[config.mk]
export PLATFORM = sky130hd
export DESIGN_NAME = mio_bus_arbiter
export DESIGN_NICKNAME = d
export VERILOG_FILES = /design/src/rtl/mio_bus_pkg.sv /design/src/rtl/mio_bus_arbiter.sv
export SDC_FILE = /design/constraint.sdc
export NUM_CORES = 1
export LEC_CHECK = 0
export BUFFER_PORTS_ARGS = -buffer_cell sky130_fd_sc_hd__buf_2
export CORE_MARGIN = 8
export CORE_UTILIZATION = 41
export CTS_CLUSTER_SIZE = 40
export DETAILED_ROUTE_END_ITERATION = 16
export GPL_ROUTABILITY_DRIVEN = 0
export PLACE_DENSITY = 0.75
export SETUP_SLACK_MARGIN = 0.15
export SYNTH_ARGS = -nofsm -noshare
export SYNTH_HDL_FRONTEND = slang
export SYNTH_SLANG_ARGS = --single-unit
[constraint.sdc]
create_clock -name clk -period 4.8 [get_ports clk]
set_input_delay 0 -clock clk [delete_from_list [all_inputs] [get_ports clk]]
set_output_delay 0 -clock clk [all_outputs]
set_load 0.02 [all_outputs]
[src/rtl/mio_bus_pkg.sv]
// Shared definitions for the memory/IO bus: arbiter state encoding,
// requester indices and the width of the wait-state counter.
package mio_bus_pkg;

  typedef enum logic [1:0] {
    ST_IDLE   = 2'd0,
    ST_ACCESS = 2'd1,
    ST_DONE   = 2'd2,
    ST_RSVD   = 2'd3
  } bus_state_e;

  localparam int REQ_CPU = 0;
  localparam int REQ_DEV = 1;
  localparam int CNT_W   = 4;

endpackage

[src/rtl/mio_bus_arbiter.sv]
// Round-robin arbiter sharing one fixed-latency memory/IO bus between the
// multi-cycle CPU (requester 0) and a secondary bus master (requester 1).
module mio_bus_arbiter
  import mio_bus_pkg::*;
#(
  parameter int WAIT_CYCLES = 2,
  parameter int ADDR_W      = 32,
  parameter int DATA_W      = 32
) (
  input  logic              clk,
  input  logic              reset,
  input  logic              cpu_req,
  input  logic              cpu_we,
  input  logic [ADDR_W-1:0] cpu_addr,
  input  logic [DATA_W-1:0] cpu_wdata,
  output logic              cpu_ready,
  input  logic              dev_req,
  input  logic              dev_we,
  input  logic [ADDR_W-1:0] dev_addr,
  input  logic [DATA_W-1:0] dev_wdata,
  output logic              dev_ready,
  output logic [DATA_W-1:0] rdata,
  output logic              mem_en,
  output logic              mem_w,
  output logic [ADDR_W-1:0] mem_addr,
  output logic [DATA_W-1:0] mem_wdata,
  input  logic [DATA_W-1:0] mem_rdata,
  output logic [1:0]        grant,
  output logic [1:0]        state
);

  localparam logic [CNT_W-1:0] CNT_LOAD = CNT_W'(WAIT_CYCLES - 1);

  bus_state_e        state_r, state_n;
  logic [CNT_W-1:0]  cnt_r, cnt_n;
  logic [1:0]        grant_r, grant_n;
  logic              last_dev_r, last_dev_n;
  logic              we_r, we_n;
  logic [ADDR_W-1:0] addr_r, addr_n;
  logic [DATA_W-1:0] wdata_r, wdata_n;
  logic [DATA_W-1:0] rdata_r, rdata_n;
  logic              pick_dev;

  // State and datapath registers; last_dev resets high so the CPU wins the first tie.
  always_ff @(posedge clk) begin
    if (reset) begin
      state_r    <= ST_IDLE;
      cnt_r      <= {CNT_W{1'b0}};
      grant_r    <= 2'b00;
      last_dev_r <= 1'b1;
      we_r       <= 1'b0;
      addr_r     <= {ADDR_W{1'b0}};
      wdata_r    <= {DATA_W{1'b0}};
      rdata_r    <= {DATA_W{1'b0}};
    end else begin
      state_r    <= state_n;
      cnt_r      <= cnt_n;
      grant_r    <= grant_n;
      last_dev_r <= last_dev_n;
      we_r       <= we_n;
      addr_r     <= addr_n;
      wdata_r    <= wdata_n;
      rdata_r    <= rdata_n;
    end
  end

  // Next-state, arbitration and operand capture.
  always_comb begin
    state_n    = state_r;
    cnt_n      = cnt_r;
    grant_n    = grant_r;
    last_dev_n = last_dev_r;
    we_n       = we_r;
    addr_n     = addr_r;
    wdata_n    = wdata_r;
    rdata_n    = rdata_r;
    pick_dev   = dev_req && (!cpu_req || !last_dev_r);
    case (state_r)
      ST_IDLE: begin
        if (cpu_req || dev_req) begin
          state_n    = ST_ACCESS;
          cnt_n      = CNT_LOAD;
          last_dev_n = pick_dev;
          if (pick_dev) begin
            grant_n = 2'b10;
            we_n    = dev_we;
            addr_n  = dev_addr;
            wdata_n = dev_wdata;
          end else begin
            grant_n = 2'b01;
            we_n    = cpu_we;
            addr_n  = cpu_addr;
            wdata_n = cpu_wdata;
          end
        end else begin
          state_n = ST_IDLE;
        end
      end
      ST_ACCESS: begin
        if (cnt_r == {CNT_W{1'b0}}) begin
          state_n = ST_DONE;
          // Writes leave the last read value visible.
          if (!we_r) begin
            rdata_n = mem_rdata;
          end else begin
            rdata_n = rdata_r;
          end
        end else begin
          cnt_n = cnt_r - {{(CNT_W-1){1'b0}}, 1'b1};
        end
      end
      ST_DONE: begin
        state_n = ST_IDLE;
        grant_n = 2'b00;
      end
      default: begin
        state_n = ST_IDLE;
        grant_n = 2'b00;
      end
    endcase
  end

  assign mem_en    = (state_r == ST_ACCESS);
  assign mem_w     = (state_r == ST_ACCESS) && we_r;
  assign mem_addr  = addr_r;
  assign mem_wdata = wdata_r;
  assign rdata     = rdata_r;
  assign grant     = grant_r;
  assign state     = state_r;
  assign cpu_ready = (state_r == ST_DONE) && grant_r[REQ_CPU];
  assign dev_ready = (state_r == ST_DONE) && grant_r[REQ_DEV];

endmodule
==> After elaboration in Yosys (flattened, before gate mapping) <==
Index checks and enable logic that the tools add are counted.
{ "word_totals": {"regBits": 106, "latch_bits": 0, "ram_bits": 0, "romBits": 0, "out_inout_bits": 104, "elab_cells": 43, "mem_count": 0} }
{ "op_classes": {"add_sub_neg": 1, "n_mul": 0, "div_mod_pow": 0, "order_cmp": 0, "n_eq_ne": 5, "shifts": 0, "mux": 12, "bitwise_logic": 2, "n_reduce_logical": 15} }
{ "ops": {"columns": ["cell", "count"], "rows": [
  ["2-to-1 mux 32 bit", 2],
  ["2-to-1 mux 4 bit", 2],
  ["one-hot mux 2 bit (2 select lines)", 2],
  ["one-hot mux 4 bit (2 select lines)", 1],
  ["2-to-1 mux 2 bit", 3],
  ["AND reduction 3 bit", 2],
  ["logical AND 1 bit", 4],
  ["logical NOT 4 bit", 1],
  ["!= test 2 bit, second input constant", 2],
  ["AND reduction 2 bit", 2],
  ["subtractor 4 x 1 -> 4 bit, second input constant", 1],
  ["== test 2 x 1 -> 1 bit, second input constant", 1],
  ["== test 2 bit, second input constant", 1],
  ["logical NOT 1 bit", 2],
  ["logical NOT 2 bit", 1],
  ["logical OR 1 bit", 2],
  ["2-to-1 mux 1 bit", 2],
  ["!= test 2 x 1 -> 1 bit, second input constant", 1],
  ["NOT 1 bit", 2],
  ["nonzero test 2 bit", 1]
]} }

==> Logic depth before layout (Yosys ltp) <==
{ "depth": {"depth_word": 6, "ltp_mapped": 7} }

==> Worst setup path before layout <==
Ideal clock, no wire load.
{ "synth_path": {"path_type": "flip-flop to flip-flop", "from": "register cnt_r[0]", "to": "register rdata_r[10], in the netlist rdata[10]", "setup_ps": 132, "t_arrival_ps": 1529, "required_time_ps": 4668, "slack_ps": 3139, "path_stages_with_launch": 8, "cell_sequence": "dfxtp_1 -> inv_1 -> ha_1 -> or3b_2 -> clkbuf_1 -> buf_2 -> o31ai_1 -> a21oi_1"} }
{ "synth_between": {"elab_chain_cells": 2} }
{ "synth_lines": {"columns": ["item", "line_no", "source"], "rows": [
  ["from (decl)", "mio_bus_arbiter.sv:35", "logic [CNT_W-1:0] cnt_r, cnt_n;"],
  ["from (signal assigned)", "mio_bus_arbiter.sv:48", "cnt_r <= {CNT_W{1'b0}};"],
  ["from (signal assigned)", "mio_bus_arbiter.sv:57", "cnt_r <= cnt_n;"],
  ["logical NOT 4 bit", "mio_bus_arbiter.sv:100", "if (cnt_r == {CNT_W{1'b0}}) begin"],
  ["AND reduction 3 bit (no source line)", null, null],
  ["to (signal assigned)", "mio_bus_arbiter.sv:54", "rdata_r <= {DATA_W{1'b0}};"],
  ["to (signal assigned)", "mio_bus_arbiter.sv:63", "rdata_r <= rdata_n;"],
  ["to (decl)", "mio_bus_arbiter.sv:41", "logic [DATA_W-1:0] rdata_r, rdata_n;"]
]} }
No other way between the ends.
A chain may end at the register's enable or synchronous reset.

==> Worst setup path after layout <==
{ "layout_path": {"from": "register state_r[1], in the netlist state[1]", "to": "output mem_w"} }
{ "layout_between": {"elab_chain_cells": 2} }
{ "layout_lines": {"columns": ["item", "line_no", "source"], "rows": [
  ["from (decl)", "mio_bus_arbiter.sv:34", "bus_state_e state_r, state_n;"],
  ["from (signal assigned)", "mio_bus_arbiter.sv:56", "state_r <= state_n;"],
  ["== test 2 x 1 -> 1 bit", "mio_bus_arbiter.sv:124", "assign mem_w = (state_r == ST_ACCESS) && we_r;"],
  ["logical AND 1 bit", "mio_bus_arbiter.sv:124", null],
  ["to (decl)", "mio_bus_arbiter.sv:24", "output logic mem_w,"]
]} }
No other way between the ends.

==> impl_metrics.ini <==
[synthesis]
synthArstFlopShare_pct = 0
yosysUniqueCellTypes = 39
synth_seq_cells = 106
synth_area_leader_cell = dfxtp_1
yosysMostFrequentCell = dfxtp_1
synth_edf_count = 0
syn_area_um2 = 4820
synth_area_leaders = dfxtp_1 44%, nand4b_1 5.8%, a31oi_1 5.7%, nand4_1 5.6%, o31ai_1 5.0%
synthMuxAreaShare_pct = 0
synth_top_family_by_area = compound AO/OA/AOI/OAI gates
synth_compound_area_share_pct = 25.6
synthAdderAreaFrac_pct = 0.519
avgSynthCellArea_um2 = 8.62
syn-num-nets = 728
synth_xor_area_share_pct = 0
synthCells = 560
synth_top_cells_by_count = 106 x dfxtp_1, 50 x clkbuf_1, 46 x o21ai_0
synthFlopType = dfxtp_1
yosysSeqAreaShare_pct = 44.0
yosysWarnings = 0
yosys.area_share.simple_pct = 21.2
synth_top_area_share_pct = 44.0

[finish]
fill_cells = 828
postLayoutCellArea_um2 = 7820
drive_above_1_share_pct = 32.8
regArea_um2 = 2120
final_cells = 1063
syn2layout_area_growth_pct = 62.1
nets = 1082
multiInputGateArea_um2 = 2310

[sta]
setup_viol = 0
fin_tns_setup_ns = 0
drv_slew = 0
rsz0062_at_grt = false
fin_crit_sh_pct = 60.7
finClkSkew_ns = 0.0127
maxSlewHeadroom_pct = 12.5
fin_crit_ns = 2.91
worst_pin_slew_ns = 1.31
fmax_mhz = 343
hold_viol_final = 0
hold_slack_ns = 0.0265

[placement]
dpl_cell_area_um2 = 6110
dp_hpwl_um = 12100
dp.cells = 907
io_buffers = 269

[die]
chipWidth_um = 124
die_area_um2 = 15500
fp-row-count = 39
die_h_um = 124
coreArea_um2 = 11500
initial_core_util_pct = 42.1
io_pins = 270

[setup_path]
worstSetupStartpointType = flip-flop
path_class = flip-flop to output port
crit_path_end_kind = output port
r2r_cells = 5
r2r_end = mem_wdata[3]
r2r-start = state[1]
r2r_setup_slack_ns = 2.00
crit_fanout = 41
worstPathArrival_ns = 2.91
required_ns = 4.80

[power_and_ir_drop]
finalPower_uw = 2600
clockPowerShare_pct = 29.8
p_int_uw = 1730
p_sw_uw = 870
switching_share_pct = 33.5
seqPwrFrac_pct = 39.4
ir_drop_mv = 0.216
comb_power_share_pct = 30.7
static-leakage-power_uw = 0.00355
power_density_nw_per_um2 = 333

[global_route]
first_global_vias = 6360
grtUsageTotal_pct = 24.8
antenna_found_initial = 2
grt-ovfl-total = 0
grt_max_degree = 85
grt_pass1_wl_um = 32500

[route]
first_pass_iters = 7
routed_wl_um = 20400
drt_iter0_markers = 822
wl_per_cell_um = 19.1
via_per_inst = 5.94
vias = 6312
antenna_left = 0
remaining_drc_errors = 0

[cts]
cts_buffers = 9
cts_root_buf = clkbuf_16
clockBufferDepth = 2
clock_latency_ns = 0.35
cts_max_level = 3
cts-resized-gates = 0
cts_tree = yes
cts_sinks = 106
clk_pin_slew_ns = 0.07

[outcome]
outcome = complete, no violations

[flow_run]
maxCapViolCount = 0

[hold_path]
hold_start = cpu_addr[11]
hold-path-endpoint = mem_addr[11]
hp-class = input pin to flip-flop
min_path_cells = 3
## per-layer routing
| layer | track usage (%) | share of wire, % |
|---|---|---|
| met1 | 28.0 | 39 |
| met2 | 41.1 | 48 |
| met3 | 7.49 | 8.6 |
| met4 | 13.1 | 4.4 |
| met5 | 0 | 0.039 |
## cells in the final DEF, fill, tap and decap left out, types with 3 or more instances in the layout
master / netlist / routed
dlygate4sd3_1: 0 / 139
nand3_1: 43 / 43
a221o_1: 23 / 23
buf_4: 2 / 7
clkbuf_16: 0 / 9
a31oi_1: 44 / 44
dfxtp_1: 106 / 106
nand4b_1: 32 / 32
nor3_1: 24 / 24
a21oi_1: 35 / 35
o31ai_1: 32 / 32
o21ai_0: 46 / 46
buf_2: 13 / 269
or3_1: 3 / 3
nand4_1: 43 / 43
inv_1: 27 / 27
## worst max path at each step
stage,from,end,slack (ns),cells past startpoint
floorplan,cnt_r[0],rdata[10],3.14,7
global placement,state[1],mem_addr[29],2.31,3
detailed placement,state[1],mem_addr[23],2.21,3
CTS,state[1],mem_w,1.93,5
global route,state[1],mem_w,1.64,5
finish,state[1],mem_w,1.89,5
## sequential cells by signal, summed over array words and instances (netlist names)
| name | count |
|---|---|
| mem_addr | 32 |
| mem_wdata | 32 |
| rdata | 32 |
| cnt_r | 4 |
| grant | 2 |
| state | 2 |
| last_dev_r | 1 |
| we_r | 1 |
## stage by stage
step,util [%],setup WS (ns)
after floorplan,-,3.14
after global placement,53.3,2.31
after detailed placement,53.3,2.21
after CTS,68.2,1.93
after global routing,68.2,1.64
final,68.2,1.89
## repair_timing
item                                    in CTS  in global routing
hold endpoints to repair                    97                  0
buffers inserted                             0                  0
endpoints found under the setup margin       0                  0
hold buffers                               139                  0
## area by class of cell
cell class | instances | share of cell area [%]
Timing Repair Buffer | 415 | 35.7
Multi-Input combinational cell | 354 | 29.5
Sequential cell | 106 | 27.1
Clock buffer | 11 | 3.23
Tap cell | 143 | 2.29
Inverter | 28 | 1.34
Clock inverter | 5 | 0.784
Antenna cell | 1 | 0.0320
## cells by family (layout without fill, tap and decap cells)
kind of cell / after synthesis / in the layout
AOI/OAI and AO/OA: 189 / 189
adders and majority gates: 2 / 2
buffers and inverters: 100 / 459
DFF: 106 / 106
other: 0 / 1
and+or+nand+nor: 163 / 163
## critical path: stages (launching register included)
cell and delay, ns:
dfxtp_1 0.49, nand2b_1 0.15, buf_4 0.39, clkinv_1 0.88, and2_1 0.49, buf_2 0.17
## power by group through the flow
stage	sequential, uW	clock [uW]	combinational (uW)
floorplan	1140	0	337
global placement	1040	0	652
detailed placement	1040	0	668
CTS	1020	783	782
global route	1030	827	859
finish	1020	776	799
Power figures use the tool's default switching activity.
